--- src/rtl/multiplier_taint_pkg.sv ---
// Shared types and elaboration helpers for the taint-tracked radix multiplier.
package multiplier_taint_pkg;

    typedef enum logic [1:0] {
        IDLE = 2'd0,
        RUN  = 2'd1,
        DONE = 2'd2
    } state_e;

    localparam int unsigned MAX_WIDTH = 64;

    function automatic int unsigned cycles(input int unsigned width, input int unsigned bpc);
        return width / bpc;
    endfunction

    function automatic int unsigned cnt_width(input int unsigned width, input int unsigned bpc);
        return unsigned'($clog2(cycles(width, bpc) + 1));
    endfunction

    // Result bit i is tainted if any operand taint bit at or below min(i, width-1) is set.
    function automatic logic [2*MAX_WIDTH-1:0] prefix_or_taint(
        input logic [MAX_WIDTH-1:0] a_t,
        input logic [MAX_WIDTH-1:0] b_t,
        input int unsigned          width
    );
        logic [MAX_WIDTH-1:0]   m;
        logic                   run;
        logic [2*MAX_WIDTH-1:0] res;
        m   = a_t | b_t;
        run = 1'b0;
        res = '0;
        for (int unsigned i = 0; i < 2*MAX_WIDTH; i++) begin
            if (i < width) begin
                run = run | m[0];
            end
            m   = m >> 1;
            res = {run, res[2*MAX_WIDTH-1:1]};
        end
        return res;
    endfunction

endpackage

--- src/rtl/multiplier_radix_control_taint.sv ---
// Sequencer for the radix multiplier: IDLE/RUN/DONE FSM, digit counter, busy/done and their taints.
module multiplier_radix_control_taint
    import multiplier_taint_pkg::*;
#(
    parameter int unsigned CYCLES = 16,
    parameter int unsigned CNT_W  = 5
) (
    input  logic clk,
    input  logic rst_n,
    input  logic start,
    input  logic start_t,
    output logic accept_c,
    output logic run_c,
    output logic last_c,
    output logic cap_start_t,
    output logic busy,
    output logic busy_t,
    output logic done,
    output logic done_t
);

    state_e           state_q, state_d;
    logic [CNT_W-1:0] cnt_q, cnt_d;
    logic             start_t_q, start_t_d;
    logic             busy_q, busy_d;
    logic             busy_t_q, busy_t_d;
    logic             done_q, done_d;
    logic             done_t_q, done_t_d;

    always_ff @(posedge clk or negedge rst_n) begin
        if (!rst_n) begin
            state_q   <= IDLE;
            cnt_q     <= '0;
            start_t_q <= 1'b0;
            busy_q    <= 1'b0;
            busy_t_q  <= 1'b0;
            done_q    <= 1'b0;
            done_t_q  <= 1'b0;
        end else begin
            state_q   <= state_d;
            cnt_q     <= cnt_d;
            start_t_q <= start_t_d;
            busy_q    <= busy_d;
            busy_t_q  <= busy_t_d;
            done_q    <= done_d;
            done_t_q  <= done_t_d;
        end
    end

    // start is only looked at in IDLE or DONE; RUN ignores it entirely.
    always_comb begin
        state_d   = state_q;
        cnt_d     = cnt_q;
        start_t_d = start_t_q;
        accept_c  = 1'b0;
        run_c     = 1'b0;
        last_c    = 1'b0;

        case (state_q)
            IDLE: begin
                accept_c = start;
            end
            RUN: begin
                run_c = 1'b1;
                if (cnt_q == '0) begin
                    last_c  = 1'b1;
                    state_d = DONE;
                end else begin
                    cnt_d = cnt_q - CNT_W'(1);
                end
            end
            DONE: begin
                accept_c = start;
                state_d  = IDLE;
            end
            default: begin
                state_d = IDLE;
            end
        endcase

        if (accept_c) begin
            state_d   = RUN;
            cnt_d     = CNT_W'(CYCLES - 1);
            start_t_d = start_t;
        end

        busy_d   = (state_d == RUN);
        done_d   = (state_d == DONE);
        busy_t_d = busy_d & start_t_d;
        done_t_d = done_d & start_t_d;
    end

    assign cap_start_t = start_t_q;
    assign busy        = busy_q;
    assign busy_t      = busy_t_q;
    assign done        = done_q;
    assign done_t      = done_t_q;

endmodule

--- src/rtl/multiplier_radix_taint.sv ---
// Constant-time radix-2^BITS_PER_CYCLE shift-add multiplier, signed/unsigned, with conservative taint.
module multiplier_radix_taint
    import multiplier_taint_pkg::*;
#(
    parameter int unsigned WIDTH          = 32,
    parameter int unsigned BITS_PER_CYCLE = 2
) (
    input  logic                 clk,
    input  logic                 rst_n,
    input  logic                 start,
    input  logic                 start_t,
    input  logic                 signed_mode,
    input  logic                 signed_mode_t,
    input  logic [WIDTH-1:0]     multiplier,
    input  logic [WIDTH-1:0]     multiplier_t,
    input  logic [WIDTH-1:0]     multiplicand,
    input  logic [WIDTH-1:0]     multiplicand_t,
    output logic [2*WIDTH-1:0]   product,
    output logic [2*WIDTH-1:0]   product_t,
    output logic                 busy,
    output logic                 busy_t,
    output logic                 done,
    output logic                 done_t
);

    localparam int unsigned CYCLES = cycles(WIDTH, BITS_PER_CYCLE);
    localparam int unsigned CNT_W  = cnt_width(WIDTH, BITS_PER_CYCLE);
    localparam int unsigned PW     = 2 * WIDTH;

    if (!(BITS_PER_CYCLE == 1 || BITS_PER_CYCLE == 2 || BITS_PER_CYCLE == 4)) begin : g_bad_bpc
        $error("multiplier_radix_taint: BITS_PER_CYCLE must be 1, 2 or 4");
    end
    if ((WIDTH % BITS_PER_CYCLE) != 0) begin : g_bad_width
        $error("multiplier_radix_taint: WIDTH must be a multiple of BITS_PER_CYCLE");
    end
    if (WIDTH == 0 || WIDTH > MAX_WIDTH) begin : g_bad_range
        $error("multiplier_radix_taint: WIDTH must be in 1..MAX_WIDTH");
    end

    logic accept_c, run_c, last_c, cap_start_t;

    multiplier_radix_control_taint #(
        .CYCLES (CYCLES),
        .CNT_W  (CNT_W)
    ) u_ctrl (
        .clk         (clk),
        .rst_n       (rst_n),
        .start       (start),
        .start_t     (start_t),
        .accept_c    (accept_c),
        .run_c       (run_c),
        .last_c      (last_c),
        .cap_start_t (cap_start_t),
        .busy        (busy),
        .busy_t      (busy_t),
        .done        (done),
        .done_t      (done_t)
    );

    logic [PW-1:0]    mcand_q, mcand_d;
    logic [WIDTH-1:0] mplier_q, mplier_d;
    logic             signed_q, signed_d;
    logic [PW-1:0]    acc_q, acc_d;
    logic [WIDTH-1:0] mplier_t_q, mplier_t_d;
    logic [WIDTH-1:0] mcand_t_q, mcand_t_d;
    logic             smode_t_q, smode_t_d;
    logic [PW-1:0]    product_q, product_d;
    logic [PW-1:0]    product_t_q, product_t_d;

    logic [PW-1:0]             pp;
    logic [PW-1:0]             mc;
    logic [BITS_PER_CYCLE-1:0] dig;

    always_ff @(posedge clk or negedge rst_n) begin
        if (!rst_n) begin
            mcand_q     <= '0;
            mplier_q    <= '0;
            signed_q    <= 1'b0;
            acc_q       <= '0;
            mplier_t_q  <= '0;
            mcand_t_q   <= '0;
            smode_t_q   <= 1'b0;
            product_q   <= '0;
            product_t_q <= '0;
        end else begin
            mcand_q     <= mcand_d;
            mplier_q    <= mplier_d;
            signed_q    <= signed_d;
            acc_q       <= acc_d;
            mplier_t_q  <= mplier_t_d;
            mcand_t_q   <= mcand_t_d;
            smode_t_q   <= smode_t_d;
            product_q   <= product_d;
            product_t_q <= product_t_d;
        end
    end

    // Digit partial product; the top bit of the final digit carries negative weight in signed mode.
    always_comb begin
        pp  = '0;
        mc  = mcand_q;
        dig = mplier_q[BITS_PER_CYCLE-1:0];
        for (int unsigned j = 0; j < BITS_PER_CYCLE; j++) begin
            if (dig[0]) begin
                if (j == BITS_PER_CYCLE - 1 && last_c && signed_q) begin
                    pp = pp - mc;
                end else begin
                    pp = pp + mc;
                end
            end
            mc  = mc << 1;
            dig = dig >> 1;
        end
    end

    always_comb begin
        mcand_d     = mcand_q;
        mplier_d    = mplier_q;
        signed_d    = signed_q;
        acc_d       = acc_q;
        mplier_t_d  = mplier_t_q;
        mcand_t_d   = mcand_t_q;
        smode_t_d   = smode_t_q;
        product_d   = product_q;
        product_t_d = product_t_q;

        if (accept_c) begin
            mcand_d    = {{WIDTH{multiplicand[WIDTH-1] & signed_mode}}, multiplicand};
            mplier_d   = multiplier;
            signed_d   = signed_mode;
            acc_d      = '0;
            mplier_t_d = multiplier_t;
            mcand_t_d  = multiplicand_t;
            smode_t_d  = signed_mode_t;
        end else if (run_c) begin
            acc_d    = acc_q + pp;
            mcand_d  = mcand_q << BITS_PER_CYCLE;
            mplier_d = mplier_q >> BITS_PER_CYCLE;
            if (last_c) begin
                product_d = acc_q + pp;
                if (smode_t_q || cap_start_t) begin
                    product_t_d = '1;
                end else begin
                    product_t_d = PW'(prefix_or_taint(MAX_WIDTH'(mplier_t_q),
                                                      MAX_WIDTH'(mcand_t_q), WIDTH));
                end
            end
        end
    end

    assign product   = product_q;
    assign product_t = product_t_q;

endmodule

--- config.mk ---
export PLATFORM = sky130hd
export DESIGN_NAME = multiplier_radix_taint
export DESIGN_NICKNAME = d
export VERILOG_FILES = /design/src/rtl/multiplier_taint_pkg.sv /design/src/rtl/multiplier_radix_control_taint.sv /design/src/rtl/multiplier_radix_taint.sv
export SDC_FILE = /design/constraint.sdc
export NUM_CORES = 1
export LEC_CHECK = 0
export BUFFER_PORTS_ARGS = -buffer_cell sky130_fd_sc_hd__clkbuf_2
export CAP_MARGIN = 20
export CORE_MARGIN = 2
export CORE_UTILIZATION = 53
export DETAILED_ROUTE_END_ITERATION = 8
export PLACE_DENSITY_LB_ADDON = 0.15
export SLEW_MARGIN = 20
export SYNTH_ARGS = -nofsm -noshare
export SYNTH_HDL_FRONTEND = slang
export SYNTH_SLANG_ARGS = --single-unit
--- constraint.sdc ---
create_clock -name clk -period 7.8 [get_ports clk]
set_input_delay 1.56 -clock clk [delete_from_list [all_inputs] [get_ports clk]]
set_output_delay 1.56 -clock clk [all_outputs]
set_load 0.005 [all_outputs]
* After elaboration in Yosys (flattened, before gate mapping)
Cells that the tools add are included.
** Storage, ports and cells
- Register bits after elaboration :: 366
- Word-level logic and storage cells :: 215
- Bits of input ports :: 134
- Output and inout port bits :: 132
** Operators by class
- Mux-type cells :: 145
- Reductions and logical operators :: 9
- Equality and inequality tests :: 5
- Bitwise operators :: 36
- Add/subtract/negate cells :: 4
** Operator list (number)
- $mux W64 :: 8
- $mux W1 :: 129
- $add A64 B64 Y64 :: 2
- $mux W32 :: 2
- $sub A64 B64 Y64 :: 1
- $or A32 B32 Y32 :: 1
- $or A1 B1 Y1 :: 31
- $mux W5 :: 3
- $logic_not A5 Y1 :: 1
- $sub A5 B1 Y5 const B :: 1
- $eq A2 B1 Y1 const B :: 2
- $eq A2 B2 Y1 const B :: 2
- $mux W2 :: 2
- $pmux W2 S2 :: 1
- $reduce_bool A2 Y1 :: 2
- $and A1 B1 Y1 :: 3
- $reduce_and A3 Y1 :: 1
- $logic_not A2 Y1 :: 1
- $ne A2 B2 Y1 const B :: 1
- $reduce_and A2 Y1 :: 1
- $reduce_or A2 Y1 :: 1
- $logic_and A1 B1 Y1 :: 1
- $logic_or A1 B1 Y1 :: 1
- $not A1 Y1 :: 1

* Longest topological paths before layout
- Depth in word-level cells :: 158
- Mapped depth :: 37
- Mapped depth without buffers :: 35

* Cells and area by module
From an unflattened synthesis, not the netlist that was laid out.
** Unflattened totals
- Cells, all modules :: 2764
- Area, all modules :: 23991.8 µm²
** By module, submodules not included
- multiplier_radix_taint :: seq. area each 8057.7 µm², area each 23468.8 µm², times used 1, cells an instance 2713
- multiplier_radix_control_taint :: seq. area each 300.3 µm², area each 523.0 µm², times used 1, cells an instance 51

* Least setup slack after synthesis
OpenSTA, ideal clock, no wires.
- Path type :: register to register
- Start point :: register mcand_q[2]
- End point :: register product_q[63], in the netlist product[63]
- Arrival :: 7.086 ns
- Data required time :: 7.675 ns
- Cell stages (with the launch flop) :: 34
- Library setup time :: 0.125 ns
- Buffers on the path :: 1
- Path slack :: 0.589 ns
- Clock period less this slack :: 7.211 ns
- Path through :: dfrtp_1 -> or3_1 -> or4_1 -> or4_1 -> nor4_4 -> nand2_1 -> o41ai_1 -> xor2_1 -> ha_1 -> inv_1 -> o21bai_1 -> a311oi_1 -> a21oi_1 -> o2111ai_1 -> nand2_1 -> a21o_1 -> a21oi_1 -> o21ai_0 -> nor3_1 -> a21oi_1 -> o21ai_0 -> ha_1 -> clkbuf_1 -> nand4_1 -> o21bai_1 -> o41ai_1 -> o21ai_0 -> o311a_1 -> a211oi_1 -> o21ai_0 -> nand4_1 -> a21oi_1 -> xnor2_1 -> mux2_2
** Between the ends
- Longest elaborated chain between the ends :: 5
- Elaborated cells between the ends (all ways) :: 6
- Classes of those cells :: add/sub: 3; mux: 3
** Ends and longest elaborated chain
- from (decl) :: line multiplier_radix_taint.sv:60 : logic [PW-1:0] mcand_q, mcand_d;
- from (signal assigned) :: line multiplier_radix_taint.sv:86 : mcand_q <= mcand_d;
- $mux W64 :: line multiplier_radix_taint.sv:104 : if (dig[0]) begin
- $add A64 B64 Y64 or $sub A64 B64 Y64 (tied branches) :: line multiplier_radix_taint.sv:108, multiplier_radix_taint.sv:106
- $mux W64 :: line multiplier_radix_taint.sv:105 : if (j == BITS_PER_CYCLE - 1 && last_c && signed_q) begin
- $mux W64 * :: line multiplier_radix_taint.sv:104
- $add A64 B64 Y64 * :: line multiplier_radix_taint.sv:140 : product_d = acc_q + pp;
- to (signal assigned) :: line multiplier_radix_taint.sv:93 : product_q <= product_d;
- to (decl) :: line multiplier_radix_taint.sv:67 : logic [PW-1:0] product_q, product_d;
Every way passes the cells marked *; elsewhere a longest branch is shown, timed or not.
A chain may end at the register's enable or synchronous reset.

* Worst setup path in the final report
- Start point :: register mcand_q[16]
- End point :: register product_q[63], in the netlist product[63]
Same word-level chain as after synthesis.

==> flow_summary.yaml <==
timing:
  tightest_slew_ns: 0.976
  max_freq_mhz: 134
  min_period_ns: 7.45
  rsz0062_at_grt: "yes"
  maxSlewHeadroom_pct: 34.9
  hold_viol: 0
  slew_violations: 0
  fin_worst_skew_ns: 0.0138
  post-route-period-util_pct: 95.5
  setup_viol: 0
finish:
  fillerInstances: 3696
  layout-drive-gt1-share_pct: 21.1
  finalCoreUtilization_pct: 62.8
  num_antenna_cells: 0
  final_cells: 3448
  fin_nets: 3157
  area.growth.synth_to_final_pct: 17.3
setup_path:
  slowest_delay_ns: 0.57
  crit_required_ns: 8.24
  cp-end-kind: "register"
  reg2reg_depth: 30
  critical_path.top_delay_family: "compound AO/OA/AOI/OAI gates"
  cp_max_fo: 7
  cp.depth: 30
  criticalPathCategory: "register to register"
  cp.buffers_inverters: 2
  critPathArrivalTime_ns: 7.88
  cp_slowest_cell: "or4_4"
  startpoint_type: "register"
clocking:
  clk_path_buf_depth: 3
  cts_tree: "built"
  root_buffer: "clkbuf_16"
  clock_latency_ns: 0.56
  clkTransAtPathRegs_ns: 0.06
  cts.htree.levels: 2
  cts_buffers: 37
  cts.sinks: 334
synthesis:
  ys_ff_latch: 334
  yosysUniqueCellTypes: 79
  synth_nets: 2885
  syn-cell-area_um2: 22400
  async_reset_ff_share_pct: 100
  yosysWarnings: 0
  synthTopCellsByCount: "nand2_1, dfrtp_1, a21oi_1"
  netlist_instances: 2609
  synth_ff_type: "dfrtp_1"
  synth_edf_count: 0
  yosysSeqAreaShare_pct: 37.3
  synthTopCellsByArea: "dfrtp_1, nand2_1, ha_1"
  synth_top_area_share_pct: 37.3
  synth_top_cell_by_area: "dfrtp_1"
  synthMostInstantiatedCell: "nand2_1"
  syn_avg_cell_area_um2: 8.59
global_routing:
  grt_pass1_wl_um: 103000
  grt_pass1_vias: 19600
  grt-ovfl-total: 0
  grt_start_max_net_pins: 119
  antenna_found_initial: 2
  gr-usage-all-layers_pct: 29.0
die:
  core.rowCount: 75
  io_pins: 266
  chipHeight_um: 210
  dieWidth_um: 210
  die-area_um2: 43900
  initial_core_util_pct: 53.5
  core_area_um2: 41900
routing:
  first_pass_iters: 7
  ant_nets: 0
  drc: 0
  drt_wl_total_um: 63700
  wl_per_cell_um: 18.5
  num_vias: 20000
  vias_per_cell: 5.79
  drt_iter0_markers: 1433
run_status:
  status: "finished, final reports clean"
power_and_ir_drop:
  power_density_nw_per_um2: 570
  p_comb_share_pct: 65.8
  p_switching_mw: 6.88
  p_int_mw: 8.09
  ir_worst_vdd_mv: 0.240
  switching_share_pct: 46.0
  p_total_mw: 15.0
  p_leak_nw: 13.3
  power_frac_seq_pct: 22.2
  pwr-share-clk_pct: 12.0
place:
  hpwlAfterDp_um: 46200
  io_buffers: 265
  dp_cells: 3373
  gp_congestion: 0.928
min_path:
  whs_path_depth: 2
  hold_class: "register to register"
run:
  drv_cap: 0
==> timing repair <==
item	4_1_cts	5_1_grt
pin swaps	1	11
setup buffers	1	5
hold buffers	0	0
endpoints found under the setup margin	4	37
gates resized for setup	6	48
endpoints found under the hold margin	0	0
cloned	0	0
==> cell usage in the layout (no fill, tap or decap), drive strengths merged, types with 71 or more instances in the layout <==
cell type	netlist	layout
nand2	591	591
dfrtp	334	334
clkbuf	133	315
a21oi	159	159
buf	48	150
ha	140	140
nor2	135	135
o21ai	119	119
xnor2	112	112
a21o	72	72
xor2	71	71
==> tightest hold or removal path, stage by stage, from the launching register on <==
cell and delay [ns]:
dfrtp_1 0.33, nand2_1 0.05, nand2_1 0.05
==> final timing paths <==
path | startpoint | to | slack [ns]
worst min-delay path | mcand_t_q[4]$_DFFE_PN0P_ | mcand_t_q[4]$_DFFE_PN0P_ | 0.47
max in group asynchronous | rst_n | mcand_t_q[0]$_DFFE_PN0P_ | 5.61
worst max register to register | mcand_q[16]$_DFFE_PN0P_ | product[63]$_DFFE_PN0P_ | 0.35
worst max-delay path | mcand_q[16]$_DFFE_PN0P_ | product[63]$_DFFE_PN0P_ | 0.35
worst min register to register | mcand_t_q[4]$_DFFE_PN0P_ | mcand_t_q[4]$_DFFE_PN0P_ | 0.47
min in group asynchronous | rst_n | product[18]$_DFFE_PN0P_ | 1.02
==> cell type report <==
cell class                      instances  area (µm²)  share of cell area (%)
Clock buffer                           51        1080                    4.10
Clock inverter                         16         168                   0.638
Inverter                               41         155                   0.590
Multi-Input combinational cell       2053       13300                    50.8
Sequential cell                       334        8360                    31.8
Tap cell                              539         674                    2.57
Timing Repair Buffer                  414        2500                    9.53
==> routing by layer <==
layer,part of all wire [%],global-route usage (%),wire length (µm)
met1,46,40.4,29500
met2,45,46.2,28800
met3,5.9,5.57,3770
met4,2.7,7.80,1720
met5,0,0,0
==> flip-flops by register name, indices dropped and copies added, names as in the netlist, 2 cells and up <==
signal / count
mplier_t_q: 32
mplier_q: 32
u_ctrl.cnt_q: 5
mcand_t_q: 32
product: 64
product_t: 32
acc_q: 64
u_ctrl.state_q: 2
mcand_q: 64
==> power groups by stage <==
stage / Combinational (mW) / Sequential, mW / Clock (mW)
floorplan: 6.94 / 3.13 / 0
global placement: 9.42 / 3.31 / 0
detailed placement: 9.57 / 3.33 / 0
CTS: 9.63 / 3.32 / 1.83
global route: 10.8 / 3.44 / 1.89
finish: 9.85 / 3.33 / 1.79
==> metrics by stage <==
step,area [µm²],worst slack (ns),TNS (ns),hold WS [ns]
finish,26300,0.353,0,0.465
global route,26300,-0.0503,-0.0945,0.483
CTS,26000,0.0126,0,0.470
detailed placement,24700,-0.153,-0.288,0.456
global placement,24700,-0.0507,-0.0507,0.449
floorplan,22400,0.589,0,0.437
==> cell families after synthesis <==
family / count (synthesis) / share of synthesized area, %
simple gates: 997 / 19.9
compound gates: 669 / 20.3
flops: 334 / 37.3
buf+inv: 222 / 4.26
xor+xnor: 183 / 7.15
fa+ha+maj: 142 / 8.00
mux: 62 / 3.09
Note: power is estimated with default switching activity, not from simulation.
